<file path="src/rtl/decode_stage_pipelined_if.sv">
// Decode-stage bus bundle: instruction/PC input, D/E control, the two
// register-file write ports (pipeline writeback and NI) and the registered
// D/E outputs.
//   slave  : the decode stage (receives *_i, drives *_o)
//   master : the environment (drives *_i, receives *_o)
// AW = $clog2(REG_N) is the register index width.
interface decode_stage_pipelined_if #(
  parameter int DATA_W = 32,
  parameter int REG_N  = 32
);
  localparam int AW = $clog2(REG_N);

  logic [31:0]       instr_i;
  logic [DATA_W-1:0] pc_i;
  logic              valid_i;
  logic              stall_i;
  logic              flush_i;
  logic [1:0]        ext_mode_i;
  logic              wb_we_i;
  logic [AW-1:0]     wb_addr_i;
  logic [DATA_W-1:0] wb_data_i;
  logic              ni_we_i;
  logic [AW-1:0]     ni_addr_i;
  logic [DATA_W-1:0] ni_data_i;

  logic              valid_o;
  logic [DATA_W-1:0] rd1_o;
  logic [DATA_W-1:0] rd2_o;
  logic [DATA_W-1:0] pc_o;
  logic [AW-1:0]     rs_o;
  logic [AW-1:0]     rt_o;
  logic [AW-1:0]     radd_o;
  logic [DATA_W-1:0] ext_o;

  modport slave (
    input  instr_i, pc_i, valid_i, stall_i, flush_i, ext_mode_i,
           wb_we_i, wb_addr_i, wb_data_i, ni_we_i, ni_addr_i, ni_data_i,
    output valid_o, rd1_o, rd2_o, pc_o, rs_o, rt_o, radd_o, ext_o
  );

  modport master (
    output instr_i, pc_i, valid_i, stall_i, flush_i, ext_mode_i,
           wb_we_i, wb_addr_i, wb_data_i, ni_we_i, ni_addr_i, ni_data_i,
    input  valid_o, rd1_o, rd2_o, pc_o, rs_o, rt_o, radd_o, ext_o
  );
endinterface

</file>
<file path="src/rtl/decode_stage_pipelined.sv">
// Decode stage for the NoC processing-element pipeline.
// Decodes a 32-bit instruction, reads two operands from a REG_N x DATA_W
// register file (written by pipeline writeback and by the network interface),
// extends the immediate and registers everything into the D/E register.
// Ports:
//   clk  : clock, rising edge
//   rst  : asynchronous reset, active low
//   bus  : decode_stage_pipelined_if.slave (instruction, control, write
//          ports in; D/E register fields out)
// Parameters: DATA_W datapath width, REG_N register count, FORWARD enables
// same-cycle write-through on operand reads.
module decode_stage_pipelined #(
  parameter int DATA_W  = 32,
  parameter int REG_N   = 32,
  parameter int FORWARD = 1
) (
  input  logic                     clk,
  input  logic                     rst,
  decode_stage_pipelined_if.slave  bus
);
  localparam int AW = $clog2(REG_N);

  logic [DATA_W-1:0] rf [REG_N];

  logic [AW+4:0]     rs_ext, rt_ext, rd_ext;
  logic [AW-1:0]     rs_idx, rt_idx, rd_idx;
  logic [15:0]       imm16;
  logic [25:0]       imm26;
  logic [DATA_W-1:0] rd1_next, rd2_next, ext_next;
  logic [DATA_W-1:0] rd1_hold, rd2_hold;
  logic              unused_bits;

  // Widen each 5-bit field by AW zeros, then keep the low AW bits: this
  // truncates when AW<5 and zero-extends when AW>5 with one expression.
  assign rs_ext = {{AW{1'b0}}, bus.instr_i[25:21]};
  assign rt_ext = {{AW{1'b0}}, bus.instr_i[20:16]};
  assign rd_ext = {{AW{1'b0}}, bus.instr_i[15:11]};
  assign rs_idx = rs_ext[AW-1:0];
  assign rt_idx = rt_ext[AW-1:0];
  assign rd_idx = rd_ext[AW-1:0];
  assign imm16  = bus.instr_i[15:0];
  assign imm26  = bus.instr_i[25:0];

  assign unused_bits = ^{bus.instr_i[31:26], rs_ext[AW+4:AW],
                         rt_ext[AW+4:AW], rd_ext[AW+4:AW]};

  // Register file. r0 is never written; wb beats NI on an address clash.
  always_ff @(posedge clk or negedge rst) begin
    if (!rst) begin
      for (int i = 0; i < REG_N; i++) rf[i] <= '0;
    end else begin
      for (int i = 1; i < REG_N; i++) begin
        if (bus.wb_we_i && bus.wb_addr_i == AW'(i))
          rf[i] <= bus.wb_data_i;
        else if (bus.ni_we_i && bus.ni_addr_i == AW'(i))
          rf[i] <= bus.ni_data_i;
      end
    end
  end

  // Operand reads; later assignments take priority (r0 last of all).
  always_comb begin
    rd1_next = rf[rs_idx];
    if (FORWARD != 0 && bus.ni_we_i && bus.ni_addr_i == rs_idx) rd1_next = bus.ni_data_i;
    if (FORWARD != 0 && bus.wb_we_i && bus.wb_addr_i == rs_idx) rd1_next = bus.wb_data_i;
    if (rs_idx == '0) rd1_next = '0;
  end

  always_comb begin
    rd2_next = rf[rt_idx];
    if (FORWARD != 0 && bus.ni_we_i && bus.ni_addr_i == rt_idx) rd2_next = bus.ni_data_i;
    if (FORWARD != 0 && bus.wb_we_i && bus.wb_addr_i == rt_idx) rd2_next = bus.wb_data_i;
    if (rt_idx == '0) rd2_next = '0;
  end

  // While stalled, a held live instruction picks up writes to its sources
  // so the operands it eventually issues with are not stale.
  always_comb begin
    rd1_hold = bus.rd1_o;
    if (bus.valid_o && bus.rs_o != '0) begin
      if (bus.ni_we_i && bus.ni_addr_i == bus.rs_o) rd1_hold = bus.ni_data_i;
      if (bus.wb_we_i && bus.wb_addr_i == bus.rs_o) rd1_hold = bus.wb_data_i;
    end
  end

  always_comb begin
    rd2_hold = bus.rd2_o;
    if (bus.valid_o && bus.rt_o != '0) begin
      if (bus.ni_we_i && bus.ni_addr_i == bus.rt_o) rd2_hold = bus.ni_data_i;
      if (bus.wb_we_i && bus.wb_addr_i == bus.rt_o) rd2_hold = bus.wb_data_i;
    end
  end

  always_comb begin
    ext_next = '0;
    case (bus.ext_mode_i)
      2'b00:   ext_next = DATA_W'(imm16);
      2'b01:   ext_next = DATA_W'($signed(imm16));
      2'b10:   ext_next = DATA_W'({imm16, 16'h0000});
      default: ext_next = DATA_W'($signed(imm26));
    endcase
  end

  // D/E register: flush > stall > capture.
  always_ff @(posedge clk or negedge rst) begin
    if (!rst) begin
      bus.valid_o <= 1'b0;
      bus.rd1_o   <= '0;
      bus.rd2_o   <= '0;
      bus.pc_o    <= '0;
      bus.rs_o    <= '0;
      bus.rt_o    <= '0;
      bus.radd_o  <= '0;
      bus.ext_o   <= '0;
    end else if (bus.flush_i) begin
      bus.valid_o <= 1'b0;
      bus.rd1_o   <= '0;
      bus.rd2_o   <= '0;
      bus.pc_o    <= '0;
      bus.rs_o    <= '0;
      bus.rt_o    <= '0;
      bus.radd_o  <= '0;
      bus.ext_o   <= '0;
    end else if (bus.stall_i) begin
      bus.rd1_o   <= rd1_hold;
      bus.rd2_o   <= rd2_hold;
    end else begin
      bus.valid_o <= bus.valid_i;
      bus.rd1_o   <= rd1_next;
      bus.rd2_o   <= rd2_next;
      bus.pc_o    <= bus.pc_i;
      bus.rs_o    <= rs_idx;
      bus.rt_o    <= rt_idx;
      bus.radd_o  <= rd_idx;
      bus.ext_o   <= ext_next;
    end
  end
endmodule

</file>
<file path="src/flat_wrapper.sv">
// flat-port wrapper written by rule: the top's interface ports become plain ports
module decode_stage_pipelined_flat 
#(
  parameter int DATA_W  = 32,
  parameter int REG_N   = 32,
  parameter int FORWARD = 1
)
  (clk, rst, bus_instr_i, bus_pc_i, bus_valid_i, bus_stall_i, bus_flush_i, bus_ext_mode_i, bus_wb_we_i, bus_wb_addr_i, bus_wb_data_i, bus_ni_we_i, bus_ni_addr_i, bus_ni_data_i, bus_valid_o, bus_rd1_o, bus_rd2_o, bus_pc_o, bus_rs_o, bus_rt_o, bus_radd_o, bus_ext_o);
  decode_stage_pipelined_if #(.DATA_W(DATA_W), .REG_N(REG_N)) bus_i ();
  input  logic clk;
  input  logic rst;
  input wire logic [$bits(bus_i.instr_i)-1:0] bus_instr_i;
  input wire logic [$bits(bus_i.pc_i)-1:0] bus_pc_i;
  input wire logic [$bits(bus_i.valid_i)-1:0] bus_valid_i;
  input wire logic [$bits(bus_i.stall_i)-1:0] bus_stall_i;
  input wire logic [$bits(bus_i.flush_i)-1:0] bus_flush_i;
  input wire logic [$bits(bus_i.ext_mode_i)-1:0] bus_ext_mode_i;
  input wire logic [$bits(bus_i.wb_we_i)-1:0] bus_wb_we_i;
  input wire logic [$bits(bus_i.wb_addr_i)-1:0] bus_wb_addr_i;
  input wire logic [$bits(bus_i.wb_data_i)-1:0] bus_wb_data_i;
  input wire logic [$bits(bus_i.ni_we_i)-1:0] bus_ni_we_i;
  input wire logic [$bits(bus_i.ni_addr_i)-1:0] bus_ni_addr_i;
  input wire logic [$bits(bus_i.ni_data_i)-1:0] bus_ni_data_i;
  output wire logic [$bits(bus_i.valid_o)-1:0] bus_valid_o;
  output wire logic [$bits(bus_i.rd1_o)-1:0] bus_rd1_o;
  output wire logic [$bits(bus_i.rd2_o)-1:0] bus_rd2_o;
  output wire logic [$bits(bus_i.pc_o)-1:0] bus_pc_o;
  output wire logic [$bits(bus_i.rs_o)-1:0] bus_rs_o;
  output wire logic [$bits(bus_i.rt_o)-1:0] bus_rt_o;
  output wire logic [$bits(bus_i.radd_o)-1:0] bus_radd_o;
  output wire logic [$bits(bus_i.ext_o)-1:0] bus_ext_o;
  assign bus_i.instr_i = bus_instr_i;
  assign bus_i.pc_i = bus_pc_i;
  assign bus_i.valid_i = bus_valid_i;
  assign bus_i.stall_i = bus_stall_i;
  assign bus_i.flush_i = bus_flush_i;
  assign bus_i.ext_mode_i = bus_ext_mode_i;
  assign bus_i.wb_we_i = bus_wb_we_i;
  assign bus_i.wb_addr_i = bus_wb_addr_i;
  assign bus_i.wb_data_i = bus_wb_data_i;
  assign bus_i.ni_we_i = bus_ni_we_i;
  assign bus_i.ni_addr_i = bus_ni_addr_i;
  assign bus_i.ni_data_i = bus_ni_data_i;
  assign bus_valid_o = bus_i.valid_o;
  assign bus_rd1_o = bus_i.rd1_o;
  assign bus_rd2_o = bus_i.rd2_o;
  assign bus_pc_o = bus_i.pc_o;
  assign bus_rs_o = bus_i.rs_o;
  assign bus_rt_o = bus_i.rt_o;
  assign bus_radd_o = bus_i.radd_o;
  assign bus_ext_o = bus_i.ext_o;
  decode_stage_pipelined #(.DATA_W(DATA_W), .REG_N(REG_N), .FORWARD(FORWARD)) u_core (.clk(clk), .rst(rst), .bus(bus_i));
endmodule
</file>
<file path="config.mk">
export PLATFORM = sky130hd
export DESIGN_NAME = decode_stage_pipelined_flat
export DESIGN_NICKNAME = d
export VERILOG_FILES = /design/src/rtl/decode_stage_pipelined_if.sv /design/src/rtl/decode_stage_pipelined.sv /design/src/flat_wrapper.sv
export SDC_FILE = /design/constraint.sdc
export NUM_CORES = 2
export LEC_CHECK = 0
export CAP_MARGIN = 10
export CORE_AREA = 4 4 331 496
export DETAILED_ROUTE_END_ITERATION = 10
export DIE_AREA = 0 0 335 500
export PLACE_DENSITY = 0.63
export SLEW_MARGIN = 20
export SYNTH_ARGS = -nofsm -noshare
export SYNTH_HDL_FRONTEND = slang
export SYNTH_SLANG_ARGS = --single-unit
</file>
<file path="constraint.sdc">
create_clock -name clk -period 4.65 [get_ports clk]
set_input_delay 0.93 -clock clk [delete_from_list [all_inputs] [get_ports clk]]
set_output_delay 0.93 -clock clk [all_outputs]
set_load 0.02 [all_outputs]
</file>
-- Yosys cells after proc, flatten, opt, wreduce, memory -nomap -nowiden
Index checks and enable logic that the tools add are counted.
- bits in registers: 1136
- bits of input ports: 147
- output and inout bits: 144
- logic and storage cells: 327
- order comparisons: 2
- equality and inequality tests: 77
- mux-type cells: 97
- bitwise operators: 2
- reduce and logical (&&, ||, !) cells: 110
- operators by type and width (operator ; number):
    2-to-1 mux 32 bit ; 86
    binary-select mux 32 bit (select 5 bit) ; 2
    == test 5 bit, second input constant ; 32
    one-hot mux 32 bit (3 select lines) ; 1
    == test 5 x 4 -> 1 bit, second input constant ; 16
    logical AND 1 bit ; 72
    nonzero test 2 bit ; 31
    == test 5 x 3 -> 1 bit, second input constant ; 8
    == test 5 bit ; 8
    2-to-1 mux 5 bit ; 6
    == test 5 x 2 -> 1 bit, second input constant ; 4
    greater-or-equal comparator 6 bit, second input constant ; 2
    NOT 5 -> 6 bit ; 2
    == test 5 x 1 -> 1 bit, second input constant ; 2
    zero test 5 bit ; 2
    nonzero test 5 bit ; 2
    inequality test 4 x 1 -> 1 bit, second input constant ; 2
    inequality test 3 x 1 -> 1 bit, second input constant ; 2
    AND reduction 2 bit ; 2
    == test 2 x 1 -> 1 bit, second input constant ; 1
    == test 2 bit, second input constant ; 1
    zero test 2 bit ; 1
    2-to-1 mux 1 bit ; 2
    inequality test 2 x 1 -> 1 bit, second input constant ; 1

-- Logic depth before layout (Yosys ltp)
- word-level depth: 9
- gate-level depth with buffers: 11

-- Worst setup path before layout
No wires, ideal clock.
- kind: input to register
- start point: in bus_instr_i[21]
- end point: reg u_core.bus.rd1_o[11]
- library setup time: 0.138 ns
- arrival time: 2.618 ns
- data required time: 4.512 ns
- slack: 1.894 ns
- cell stages on the path: 8
- path buffers: 3
- path through: buf_2 -> buf_2 -> buf_1 -> mux2_2 -> a221oi_1 -> nor2_1 -> o21ai_0 -> o211ai_1
- cells in the longest elaborated chain, start to end: 9
- elaborated cells on any way between the ends: 14
- classes of those cells: eq/ne: 2; mux: 8; bitwise: 1; reduce/logical: 3
- ends and longest elaborated chain (item ; line ; RTL):
    start, declared ; flat_wrapper.sv:12 ; input wire logic [$bits(bus_i.instr_i)-1:0] bus_instr_i;
    NOT 5 -> 6 bit (implied by the code) ; decode_stage_pipelined.sv:63 ; rd1_next = rf[rs_idx];
    binary-select mux 32 bit (select 5 bit) ; decode_stage_pipelined.sv:63 ;
    2-to-1 mux 32 bit (implied by the code) (2 in series) ; decode_stage_pipelined.sv:63 ;
    2-to-1 mux 32 bit ; decode_stage_pipelined.sv:64 ; if (FORWARD != 0 && bus.ni_we_i && bus.ni_addr_i == rs_idx) rd1_next = bus.ni_data_i;
    2-to-1 mux 32 bit ; decode_stage_pipelined.sv:65 ; if (FORWARD != 0 && bus.wb_we_i && bus.wb_addr_i == rs_idx) rd1_next = bus.wb_data_i;
    2-to-1 mux 32 bit * ; decode_stage_pipelined.sv:66 ; if (rs_idx == '0) rd1_next = '0;
    2-to-1 mux 32 bit * ; decode_stage_pipelined.sv:124 ; end else if (bus.stall_i) begin
    2-to-1 mux 32 bit * ; decode_stage_pipelined.sv:115 ; end else if (bus.flush_i) begin
    end signal, assigned ; decode_stage_pipelined.sv:125 ; bus.rd1_o <= rd1_hold;
    end signal, assigned ; decode_stage_pipelined.sv:129 ; bus.rd1_o <= rd1_next;
    end, declared ; decode_stage_pipelined_if.sv:38 ; output valid_o, rd1_o, rd2_o, pc_o, rs_o, rt_o, radd_o, ext_o
Mark *: on every way between the ends. The rest lies on a longest branch, timed or not. The select of a mux whose other input is x is not followed.
A chain may end at the register's enable or synchronous reset.

-- Final worst setup path
- start point: in bus_ni_addr_i[2]
- end point: reg u_core.bus.rd2_o[18]
- cells in the longest elaborated chain, start to end: 7
- elaborated cells on any way between the ends: 11
- classes of those cells: eq/ne: 3; mux: 5; reduce/logical: 3
- ends and longest elaborated chain (item ; line ; RTL):
    start, declared ; flat_wrapper.sv:22 ; input wire logic [$bits(bus_i.ni_addr_i)-1:0] bus_ni_addr_i;
    == test 5 bit ; decode_stage_pipelined.sv:71 ; if (FORWARD != 0 && bus.ni_we_i && bus.ni_addr_i == rt_idx) rd2_next = bus.ni_data_i;
    logical AND 1 bit ; decode_stage_pipelined.sv:71 ;
    2-to-1 mux 32 bit ; decode_stage_pipelined.sv:71 ;
    2-to-1 mux 32 bit ; decode_stage_pipelined.sv:72 ; if (FORWARD != 0 && bus.wb_we_i && bus.wb_addr_i == rt_idx) rd2_next = bus.wb_data_i;
    2-to-1 mux 32 bit ; decode_stage_pipelined.sv:73 ; if (rt_idx == '0) rd2_next = '0;
    2-to-1 mux 32 bit ; decode_stage_pipelined.sv:124 ;
    2-to-1 mux 32 bit ; decode_stage_pipelined.sv:115 ;
    end signal, assigned ; decode_stage_pipelined.sv:126 ; bus.rd2_o <= rd2_hold;
    end signal, assigned ; decode_stage_pipelined.sv:130 ; bus.rd2_o <= rd2_next;
    end, declared ; decode_stage_pipelined_if.sv:38 ;
Several ways; a longest one is shown, not always the timed one.

==> metrics.csv <==
metric,value,unit
min Tclk post-route,3370,ps
Syn. warnings,32,
clock skew,51.0,ps
cell accounting for the most synthesized area,dfrtp_1,
setup tns final,0,ps
total CTS buffers,115,
die height,500,microns
DRT antenna net count,0,
Hold Fails Final Rpt,0,
CP Launch Type,input pin,
CP max FO,12,
kind of critical path,in -> reg,
Layout Nets,7557,
setup violators final,0,
Yosys top cell area share,39.8,%
initial antenna violation count,14,
LEAKAGE,36.7,nW
clock transition at the registers of the reported paths,70,ps
Port Buffers,284,
ys flop type,dfrtp_1,
net count after synthesis,7721,
Via Count,62300,
Switching Share,32.9,%
Remaining DRCs,0,
CTS root buffer,clkbuf_16,
Worst Path Buf+Inv,2,
"Clk Latency, worst-skew pair",800,ps
ys async rst share,100,%
# fillers,14600,
Global Route Usage Sum,34.3,%
flop2flop setup slack,1970,ps
io pins,291,
VDD IR max,0.000344,V
sw power,10.6,mW
Int Pwr,21.6,mW
share of cells above drive strength 1,10.8,%
"Slew Viols, Final",0,
Layout area overhead,13.5,%
Post-Syn Area,0.0715,sq mm
CTS sink count,1136,
status,"complete, no violations",
GRT overflow,0,
vias in the first global route,60900,
drt total wl,296,mm
Crit path max-delay family,simple AND/OR/NAND/NOR gates,
Max Clock Freq,0.297,GHz
"slowest stage delay, CP",840,ps
arrival time worst endpoint,4050,ps
largest net degree at the start of global routing,129,
mean area per synthesized cell,9.44,sq um
PwrDens,398,mW/mm^2
MaxCap Viol Count,0,
Worst Setup End Kind,flip-flop,
Hold WS,130,ps
Placer Congestion,0.934,
synthesized flop and latch total,1136,
ranking of synthesized cells by area,"dfrtp_1 40%, mux2i_1 25%, a21oi_1 4.7%",
Initial Utilization,44.7,%
first-pass GRT wire length,424,mm
die width,335,microns
sequential area share after synthesis,39.8,%
hold_buf cts,0,
min-delay worst type,in -> async,
Comb pwr share,24.6,%
number of synthesized flops with an enable pin,0,
period utilization,72.4,%
number of gates resized after cts,0,
core area,0.160,sq mm
RSZ-0062 raised after global routing,no,
cell row count,180,
Slew Limit Headroom,19.6,%
clk buf depth,3,
DR WL/cell,30.8,microns
drt pass-1 iters,6,
"Req. time, crit path",5330,ps
H-tree Lvls,3,
Post-CTS Setup Inserts,0,
Via-to-Cell Ratio,6.48,
Post-DP HPWL,180,mm
synth unique cells,60,
Die Area,0.168,sq mm
Slew @ Worst Pin,1200,ps
CTS tree,done,
worst-path cell with the longest stage delay,clkdlybuf4s50_1,
Iteration-0 DRC Markers,7160,
CP Cell Sequence,clkdlybuf4s50_1 -> xnor2_1 -> nand4_1 -> nor2_1 -> buf_4 -> nand4b_1 -> a311oi_1 -> o31ai_1,
Synth Instances,7574,
sequential power share,44.1,%
clock share of power,31.3,%
-- cells in the mapped netlist, drive strengths merged, types with 2 or more instances --
master / instances
o2111ai: 2
or4: 3
clkbuf: 557
a21oi: 670
mux2: 130
o221ai: 12
nand4: 9
a41o: 3
nor2: 677
xnor2: 20
a221o: 4
a311oi: 3
inv: 15
or3: 3
and2: 12
buf: 323
mux2i: 1766
o211ai: 53
nand4b: 6
o211a: 3
o31ai: 3
o21ai: 578
a22o: 66
xor2: 20
nand2b: 10
mux4: 95
nor3b: 2
o22ai: 16
dfrtp: 1136
a22oi: 271
and3: 4
a211oi: 13
nor2b: 44
nor3: 42
nand2: 688
nor4: 7
a221oi: 68
nand3: 230
or2: 2
-- worst reg2reg max path: cells and delay by family, from the launching register on --
family,cells,cell delay (ps)
compound gates,2,640
simple gates,1,610
buf+inv,1,510
flops,1,450
mux,1,290
-- through the flow --
step	worst slack (ps)	power, mW	instances	util, %	cell area [sq um]
finish	1280	32.3	9610	50.8	81200
global placement	675	21.7	9386	48.2	77200
floorplan	1890	19.3	7574	-	71500
global route	1250	33.7	9607	50.7	81100
CTS	1470	32.2	9601	50.7	81100
detailed placement	642	22.1	9386	48.2	77200
-- state kept, by name, summed over array words and instances, names as in the netlist, 5 cells and up --
signal	flops
u_core.bus.radd_o	5
u_core.bus.rd1_o	32
u_core.bus.rs_o	5
u_core.bus.rd2_o	32
u_core.bus.rt_o	5
u_core.bus.ext_o	32
u_core.bus.pc_o	32
u_core.rf	992
-- area by class of cell --
class | instances | area, sq um | area share, %
antenna | 9 | 22.5 | 0.0278
clock buffer | 163 | 3290 | 4.05
clock inverter | 52 | 689 | 0.850
inverter | 15 | 56.3 | 0.0694
multi-input combinational | 5543 | 39800 | 49.0
sequential | 1136 | 28400 | 35.0
tap | 2093 | 2620 | 3.23
timing repair buffer | 599 | 6270 | 7.73
-- layout by cell type, fill, tap and decap left out, types with 10 or more instances in the layout --
cell type	instances
mux2i_1	1766
dfrtp_1	1136
a21oi_1	670
nand2_1	663
nor2_1	654
o21ai_0	568
clkdlybuf4s50_1	274
a22oi_1	271
buf_4	233
nand3_1	224
clkbuf_16	116
mux2_2	106
mux4_2	95
buf_12	86
a221oi_1	68
a22o_1	66
o211ai_1	53
nor2b_1	35
nor3_1	34
clkbuf_1	26
mux2_1	24
clkinv_2	23
nor2_4	22
clkbuf_8	21
xnor2_1	20
xor2_1	20
o22ai_1	16
nand2_4	13
inv_1	13
bufinv_16	13
nand2_2	12
o221ai_1	11
a211oi_1	11
o21ai_1	10
-- logic make-up after synthesis --
family | share of synthesized area, %
AO/OA/AOI/OAI | 14.5
XOR/XNOR | 0.490
AND/OR/NAND/NOR | 10.1
buffers and inverters | 5.33
flip-flops | 39.8
multiplexers | 29.8
-- power groups by stage --
stage	logic, mW	clock network, mW	registers (mW)
after floorplan	5.43	0	13.8
after global placement	7.61	0	14.1
after detailed placement	7.83	0	14.3
after CTS	7.85	10.2	14.1
after global routing	8.64	10.6	14.5
final	7.94	10.1	14.2
-- metal layers --
| metal | share of wire [%] | vias to the layer above | GRT usage, % | wire length (microns) |
|---|---|---|---|---|
| met5 | 0.023 | - | 0 | 67 |
| li1 | - | 26800 | - | - |
| met1 | 37 | 30600 | 41.6 | 109000 |
| met2 | 45 | 3742 | 53.6 | 133000 |
| met3 | 9.1 | 1112 | 7.03 | 27000 |
| met4 | 9.2 | 10 | 26.3 | 27100 |
-- worst paths after layout --
check / from / end / cells past startpoint
hold reg to reg: u_core.bus.ext_o[27] / u_core.bus.ext_o[27] / 2
setup reg to reg: u_core.bus.rt_o[1] / u_core.bus.rd2_o[11] / 5
hold / removal: rst / u_core.bus.rd1_o[4] / 1
max in group asynchronous: rst / u_core.rf[7] / 2
min in group clk: u_core.bus.ext_o[27] / u_core.bus.ext_o[27] / 2
setup / recovery: bus_ni_addr_i[2] / u_core.bus.rd2_o[18] / 8
(Power assumes the default switching activity.)
